## src/rtl/move_sel_pkg.sv

```systemverilog
// Shared types and constants for the move-selection blocks.
package move_sel_pkg;
    typedef enum logic [1:0] {IDLE, COLLECT, HOLD} state_t;

    localparam logic SEL_MAX   = 1'b0;
    localparam logic SEL_MIN   = 1'b1;
    localparam logic TIE_FIRST = 1'b0;
    localparam logic TIE_LAST  = 1'b1;

    localparam int SCORE_W_DEF = 6;
    localparam int POS_W_DEF   = 6;
endpackage

```

## src/rtl/move_argmax_stream_if.sv

```systemverilog
// Candidate stream in, selected result out, each with its own valid/ready pair.
interface move_argmax_stream_if #(
    parameter int SCORE_W = 6,
    parameter int POS_W   = 6,
    parameter int CNT_W   = 7
);
    logic               in_valid;
    logic               in_ready;
    logic [SCORE_W-1:0] in_score;
    logic [POS_W-1:0]   in_pos;
    logic               in_last;
    logic               out_valid;
    logic               out_ready;
    logic [SCORE_W-1:0] out_score;
    logic [POS_W-1:0]   out_pos;
    logic [CNT_W-1:0]   out_count;
    logic               out_trunc;

    modport master (
        output in_valid, in_score, in_pos, in_last, out_ready,
        input  in_ready, out_valid, out_score, out_pos, out_count, out_trunc
    );
    modport slave (
        input  in_valid, in_score, in_pos, in_last, out_ready,
        output in_ready, out_valid, out_score, out_pos, out_count, out_trunc
    );
endinterface

```

## src/rtl/argmax_cmp.sv

```systemverilog
// Single compare cell: does the candidate replace the current best?
module argmax_cmp
    import move_sel_pkg::*;
#(
    parameter int W = SCORE_W_DEF
) (
    input  logic [W-1:0] cand,
    input  logic [W-1:0] best,
    input  logic         mode_min,
    input  logic         tie_last,
    output logic         take
);
    logic better, equal;

    assign better = (mode_min == SEL_MIN) ? (cand < best) : (cand > best);
    assign equal  = (cand == best);
    assign take   = better || (equal && tie_last == TIE_LAST);
endmodule

```

## src/rtl/move_argmax_stream.sv

```systemverilog
// Streaming arg-max/arg-min over one frame of (score, pos) candidates.
module move_argmax_stream
    import move_sel_pkg::*;
#(
    parameter int SCORE_W  = SCORE_W_DEF,
    parameter int POS_W    = POS_W_DEF,
    parameter int MAX_CAND = 64
) (
    input  logic clk,
    input  logic rst_n,
    input  logic start,
    input  logic mode_min,
    input  logic tie_last,
    input  logic abort,
    move_argmax_stream_if.slave bus
);
    localparam int CNT_W = $clog2(MAX_CAND + 1);

    state_t             state;
    logic               sel_min, sel_tie, first;
    logic [CNT_W-1:0]   count;
    logic [SCORE_W-1:0] best_score;
    logic [POS_W-1:0]   best_pos;

    logic               take, upd, accept, close;
    logic [CNT_W-1:0]   count_nxt;
    logic [SCORE_W-1:0] new_score;
    logic [POS_W-1:0]   new_pos;

    argmax_cmp #(.W(SCORE_W)) u_cmp (
        .cand     (bus.in_score),
        .best     (best_score),
        .mode_min (sel_min),
        .tie_last (sel_tie),
        .take     (take)
    );

    assign bus.in_ready = (state == COLLECT);
    assign accept    = bus.in_valid && (state == COLLECT);
    assign upd       = first || take;
    assign count_nxt = count + 1'b1;
    assign close     = accept && (bus.in_last || count_nxt == CNT_W'(MAX_CAND));
    assign new_score = upd ? bus.in_score : best_score;
    assign new_pos   = upd ? bus.in_pos   : best_pos;

    always_ff @(posedge clk or negedge rst_n) begin
        if (!rst_n) begin
            state         <= IDLE;
            sel_min       <= SEL_MAX;
            sel_tie       <= TIE_FIRST;
            first         <= 1'b1;
            count         <= '0;
            best_score    <= '0;
            best_pos      <= '0;
            bus.out_valid <= 1'b0;
            bus.out_score <= '0;
            bus.out_pos   <= '0;
            bus.out_count <= '0;
            bus.out_trunc <= 1'b0;
        end else if (abort) begin
            // Result registers are deliberately left as-is; out_valid qualifies them.
            state         <= IDLE;
            bus.out_valid <= 1'b0;
        end else begin
            case (state)
                IDLE: if (start) begin
                    sel_min <= mode_min;
                    sel_tie <= tie_last;
                    count   <= '0;
                    first   <= 1'b1;
                    state   <= COLLECT;
                end
                COLLECT: if (accept) begin
                    first      <= 1'b0;
                    count      <= count_nxt;
                    best_score <= new_score;
                    best_pos   <= new_pos;
                    if (close) begin
                        bus.out_score <= new_score;
                        bus.out_pos   <= new_pos;
                        bus.out_count <= count_nxt;
                        bus.out_trunc <= !bus.in_last;
                        bus.out_valid <= 1'b1;
                        state         <= HOLD;
                    end
                end
                HOLD: if (bus.out_ready) begin
                    bus.out_valid <= 1'b0;
                    state         <= IDLE;
                end
                default: state <= IDLE;
            endcase
        end
    end
endmodule

```

## src/flat_wrapper.sv

```systemverilog
// flat-port wrapper written by rule: the top's interface ports become plain ports
module move_argmax_stream_flat import move_sel_pkg::*;
#(
    parameter int SCORE_W  = SCORE_W_DEF,
    parameter int POS_W    = POS_W_DEF,
    parameter int MAX_CAND = 64
)
  (clk, rst_n, start, mode_min, tie_last, abort, bus_in_valid, bus_in_score, bus_in_pos, bus_in_last, bus_out_ready, bus_in_ready, bus_out_valid, bus_out_score, bus_out_pos, bus_out_count, bus_out_trunc);
  move_argmax_stream_if #(.SCORE_W(SCORE_W), .POS_W(POS_W), .CNT_W(($clog2((64) + 1)))) bus_i ();
  input  logic clk;
  input  logic rst_n;
  input  logic start;
  input  logic mode_min;
  input  logic tie_last;
  input  logic abort;
  input wire logic [$bits(bus_i.in_valid)-1:0] bus_in_valid;
  input wire logic [$bits(bus_i.in_score)-1:0] bus_in_score;
  input wire logic [$bits(bus_i.in_pos)-1:0] bus_in_pos;
  input wire logic [$bits(bus_i.in_last)-1:0] bus_in_last;
  input wire logic [$bits(bus_i.out_ready)-1:0] bus_out_ready;
  output wire logic [$bits(bus_i.in_ready)-1:0] bus_in_ready;
  output wire logic [$bits(bus_i.out_valid)-1:0] bus_out_valid;
  output wire logic [$bits(bus_i.out_score)-1:0] bus_out_score;
  output wire logic [$bits(bus_i.out_pos)-1:0] bus_out_pos;
  output wire logic [$bits(bus_i.out_count)-1:0] bus_out_count;
  output wire logic [$bits(bus_i.out_trunc)-1:0] bus_out_trunc;
  assign bus_i.in_valid = bus_in_valid;
  assign bus_i.in_score = bus_in_score;
  assign bus_i.in_pos = bus_in_pos;
  assign bus_i.in_last = bus_in_last;
  assign bus_i.out_ready = bus_out_ready;
  assign bus_in_ready = bus_i.in_ready;
  assign bus_out_valid = bus_i.out_valid;
  assign bus_out_score = bus_i.out_score;
  assign bus_out_pos = bus_i.out_pos;
  assign bus_out_count = bus_i.out_count;
  assign bus_out_trunc = bus_i.out_trunc;
  move_argmax_stream #(.SCORE_W(SCORE_W), .POS_W(POS_W), .MAX_CAND(MAX_CAND)) u_core (.clk(clk), .rst_n(rst_n), .start(start), .mode_min(mode_min), .tie_last(tie_last), .abort(abort), .bus(bus_i));
endmodule
```

## config.mk

```make
export PLATFORM = sky130hd
export DESIGN_NAME = move_argmax_stream_flat
export DESIGN_NICKNAME = d
export VERILOG_FILES = /design/src/rtl/move_sel_pkg.sv /design/src/rtl/move_argmax_stream_if.sv /design/src/rtl/argmax_cmp.sv /design/src/rtl/move_argmax_stream.sv /design/src/flat_wrapper.sv
export SDC_FILE = /design/constraint.sdc
export NUM_CORES = 1
export LEC_CHECK = 0
export CAP_MARGIN = 20
export CELL_PAD_IN_SITES_DETAIL_PLACEMENT = 2
export CELL_PAD_IN_SITES_GLOBAL_PLACEMENT = 2
export CORE_ASPECT_RATIO = 1.2
export CORE_MARGIN = 3
export CORE_UTILIZATION = 29
export CTS_CLUSTER_SIZE = 28
export DETAILED_ROUTE_END_ITERATION = 8
export GPL_TIMING_DRIVEN = 0
export HOLD_SLACK_MARGIN = 0.02
export PLACE_DENSITY_LB_ADDON = 0.1
export SYNTH_ARGS = -nofsm -noshare
export SYNTH_HDL_FRONTEND = slang
export SYNTH_SLANG_ARGS = --single-unit
```

## constraint.sdc

```tcl
create_clock -name clk -period 2.1 [get_ports clk]
set_clock_uncertainty 0.05 [all_clocks]
set_input_delay 0.315 -clock clk [delete_from_list [all_inputs] [get_ports clk]]
set_output_delay 0.315 -clock clk [all_outputs]
set_load 0.005 [all_outputs]
```

==> flow_metrics.env, run 1 <==
export IMPL_synth_xor_area_share_pct=1.94
export IMPL_cts_made_buffers=5
export IMPL_slew_violations=0
export IMPL_dr_pass1_iters=4
export IMPL_routed_via_density=5.15
export IMPL_syn_area_um2=2260
export IMPL_yosysWarnings=0
export IMPL_worstMarginPinSlew_ns=0.779
export IMPL_netlist_top_cells_area="dfrtp_1 49%, mux2_2 7.0%, o21ai_0 4.7%, ha_1 3.9%, nor2_1 3.8%"
export IMPL_drc_errors=0
export IMPL_slew_headroom_pct=47.8
export IMPL_path_cells="inv_1 -> ha_4 -> and4_4 -> a41oi_4 -> o31ai_4 -> o21ai_4 -> buf_6 -> mux2_4"
export IMPL_h_tree_depth=2
export IMPL_grt_max_degree=29
export IMPL_grt_antenna_before_repair=0
export IMPL_cts_root_buf="clkbuf_8"
export IMPL_maxCapViolations=0
export IMPL_rows=34
export IMPL_place_congestion=0.796
export IMPL_dp_hpwl_um=4590
export IMPL_fin_ws_ns=-0.151
export IMPL_synth_compound_area_share_pct=17.5
export IMPL_die_width_um=86.5
export IMPL_clockBufferDepth=2
export IMPL_fin_nets=312
export IMPL_cp_top_family="compound AO/OA/AOI/OAI gates"
export IMPL_antennaDiodeCount=0
export IMPL_synth_top_flop_cell="dfrtp_1"
export IMPL_clock_sinks=45
export IMPL_yosys_area_share_simple_pct=14.1
export IMPL_status="finished, violations left"
export IMPL_final_setup_tns_ns=-1.90
export IMPL_fin_area_um2=3240
export IMPL_synth_edf_count=0
export IMPL_hold_viol=0
export IMPL_post_synth_top_area_cell="dfrtp_1"
export IMPL_cp_end_kind="flop"
export IMPL_fin_crit_ns=2.25
export IMPL_synth_top_family_by_area="compound AO/OA/AOI/OAI gates"
export IMPL_ant_nets=0
export IMPL_rsz0062_at_grt="yes"
export IMPL_synth_most_common_cell="dfrtp_1"
export IMPL_clkTransAtPathRegs_ns=0.10
export IMPL_die_area_um2=8880
export IMPL_first_global_vias=2055
export IMPL_ys_ff_latch=45
export IMPL_leakagePower_uw=0.00133
export IMPL_async_flop_share_pct=100
export IMPL_io_buffers=41
export IMPL_placed_area_um2=2800
export IMPL_setup_viol=22
export IMPL_crit_type="reg -> reg"
export IMPL_netlist_area_leader_share_pct=48.8
export IMPL_grt_use_total_pct=15.6
export IMPL_critPathSlowestCell="dfrtp_1"
export IMPL_drive_gt1_share_pct=28.1
export IMPL_vias=1930
export IMPL_path_max_fanout=5
export IMPL_wire_per_inst_um=19.4
export IMPL_dr_first_iter_drc_count=60
export IMPL_synth_top_cells_by_count="44 x dfrtp_1, 23 x nor2_1, 21 x o21ai_0, 14 x mux2_2, 14 x nand3_1"
export IMPL_start_kind="flop"
export IMPL_syn_nets=247
export IMPL_violations="setup timing"
export IMPL_synth_mux_area_share_pct=7.93
export IMPL_worstPathRequired_ns=2.25
export IMPL_synth_fa_ha_area_share_pct=3.88
export IMPL_hp_class="in -> reg"
export IMPL_ys_seq_area_share_pct=50.0
export IMPL_overflow=0
export IMPL_cts_tree="built"
export IMPL_io_pins=43
export IMPL_clock_fmax_mhz=444
export IMPL_die_height_um=103
export IMPL_max_stage_delay_ns=0.41
export IMPL_dp_slack_ns=-0.882
export IMPL_critPathArrivalTime_ns=2.40
export IMPL_fin_crit_sh_pct=107
export IMPL_syn_avg_cell_area_um2=10.3
export IMPL_core_um2=7400
export IMPL_clk_latency_ns=0.30
export IMPL_ir_drop_mv=0.356
export IMPL_nFillCells=799
export IMPL_syn_inst=219
export IMPL_crit_buf_inv=2
export IMPL_p_per_area_nw_per_um2=970
export IMPL_syn_to_final_growth_pct=43.8
export IMPL_postRouteWirelength_um=7260
export IMPL_initial_core_util_pct=30.5
export IMPL_grt_pass1_wl_um=10800
export IMPL_synth_cell_types=42
## placed cells by master, fill, tap and decap left out, types with 5 or more instances in the layout
| cell | instances |
|---|---|
| clkdlybuf4s50_1 | 35 |
| dlygate4sd2_1 | 5 |
| dfrtp_1 | 42 |
| o21ai_1 | 8 |
| buf_6 | 7 |
| a21oi_1 | 6 |
| nor2_1 | 23 |
| a31oi_1 | 12 |
| nand2_1 | 13 |
| inv_1 | 7 |
| mux2_4 | 12 |
| o21ai_0 | 13 |
| buf_4 | 16 |
| nand3_1 | 14 |
| clkbuf_8 | 5 |
## kinds of logic after synthesis
logic type / count (synthesis)
buffers and inverters: 20
flip-flops: 45
XOR/XNOR: 5
AO/OA/AOI/OAI: 61
multiplexers: 16
AND/OR/NAND/NOR: 65
adder cells (fa/ha/maj): 7
## metal layers
metal,global-route usage (%),routed length [µm],up-vias,share of wire [%]
met5,0,0,-,0
met3,2.40,157,4,2.2
met1,19.7,3060,982,42
li1,-,-,911,-
met2,28.4,3970,33,55
met4,3.24,69,0,0.95
## state kept, by name, summed over array words and instances (netlist names)
name	count
u_core.best_pos	6
u_core.bus.out_trunc	1
u_core.state	2
u_core.bus.out_score	6
u_core.sel_min	1
u_core.count	7
u_core.first	1
u_core.best_score	6
u_core.bus.out_pos	6
u_core.bus.out_valid	1
u_core.bus.out_count	7
u_core.sel_tie	1
## cell type report
| class | instances | area (µm²) | share of cell area, % |
|---|---|---|---|
| sequential | 45 | 1130 | 34.8 |
| buffer | 11 | 93.8 | 2.89 |
| clock inverter | 3 | 25.0 | 0.772 |
| multi-input combinational | 154 | 1210 | 37.4 |
| inverter | 8 | 30.0 | 0.926 |
| timing repair buffer | 59 | 569 | 17.6 |
| tap | 90 | 113 | 3.47 |
| clock buffer | 5 | 68.8 | 2.12 |
## final timing paths
kind	start	end	slack, ns	cells after the start
max	u_core.best_score[3]	u_core.best_pos[5]	-0.15	8
min in group asynchronous	rst_n	u_core.best_score[3]	0.44	2
max reg2reg	u_core.best_score[3]	u_core.best_pos[5]	-0.15	8
min reg2reg	u_core.best_pos[3]	u_core.best_pos[3]	0.47	1
min	abort	u_core.state[0]	0.40	2
max in group asynchronous	rst_n	u_core.count[0]	1.04	3
## where the power goes
part,switching (µW),internal (µW),leakage [µW]
logic,544,735,0.000739
clock network,362,244,0.0000452
registers,160,1100,0.000547
## repair_timing
item,CTS,global route
gates resized for setup,33,33
gates cloned,1,0
hold buffers,1,0
endpoints found under the setup margin,33,30
endpoints found under the hold margin,16,0
buffers inserted,6,9
pin swaps,8,8
## stage by stage
step | util, % | std cells | total power (µW) | hold slack (ns)
2_1_floorplan | - | 219 | 1700 | -0.0306
3_3_place_gp | 37.6 | 350 | 2160 | 0.436
3_5_place_dp | 37.8 | 351 | 2200 | 0.246
4_1_cts | 41.3 | 367 | 2980 | 0.378
5_1_grt | 43.8 | 375 | 3360 | 0.412
6_report | 43.8 | 375 | 3150 | 0.395
(Power assumes the default switching activity.)
==> run 2, diff against run 1 <==
--- a/config.mk
+++ b/config.mk
@@ -11,7 +11,7 @@
 export CORE_ASPECT_RATIO = 1.2
 export CORE_MARGIN = 3
 export CORE_UTILIZATION = 29
-export CTS_CLUSTER_SIZE = 28
+export CTS_CLUSTER_SIZE = 24
 export DETAILED_ROUTE_END_ITERATION = 8
 export GPL_TIMING_DRIVEN = 0
 export HOLD_SLACK_MARGIN = 0.02
==> results of run 2 <==
Final layout, timing and power as in run 1 (identical DEF).
==> run 3, diff against run 2 <==
--- a/config.mk
+++ b/config.mk
@@ -11,7 +11,6 @@
 export CORE_ASPECT_RATIO = 1.2
 export CORE_MARGIN = 3
 export CORE_UTILIZATION = 29
-export CTS_CLUSTER_SIZE = 24
 export DETAILED_ROUTE_END_ITERATION = 8
 export GPL_TIMING_DRIVEN = 0
 export HOLD_SLACK_MARGIN = 0.02
==> results of run 3 <==
Final layout, timing and power as in run 1 (identical DEF).
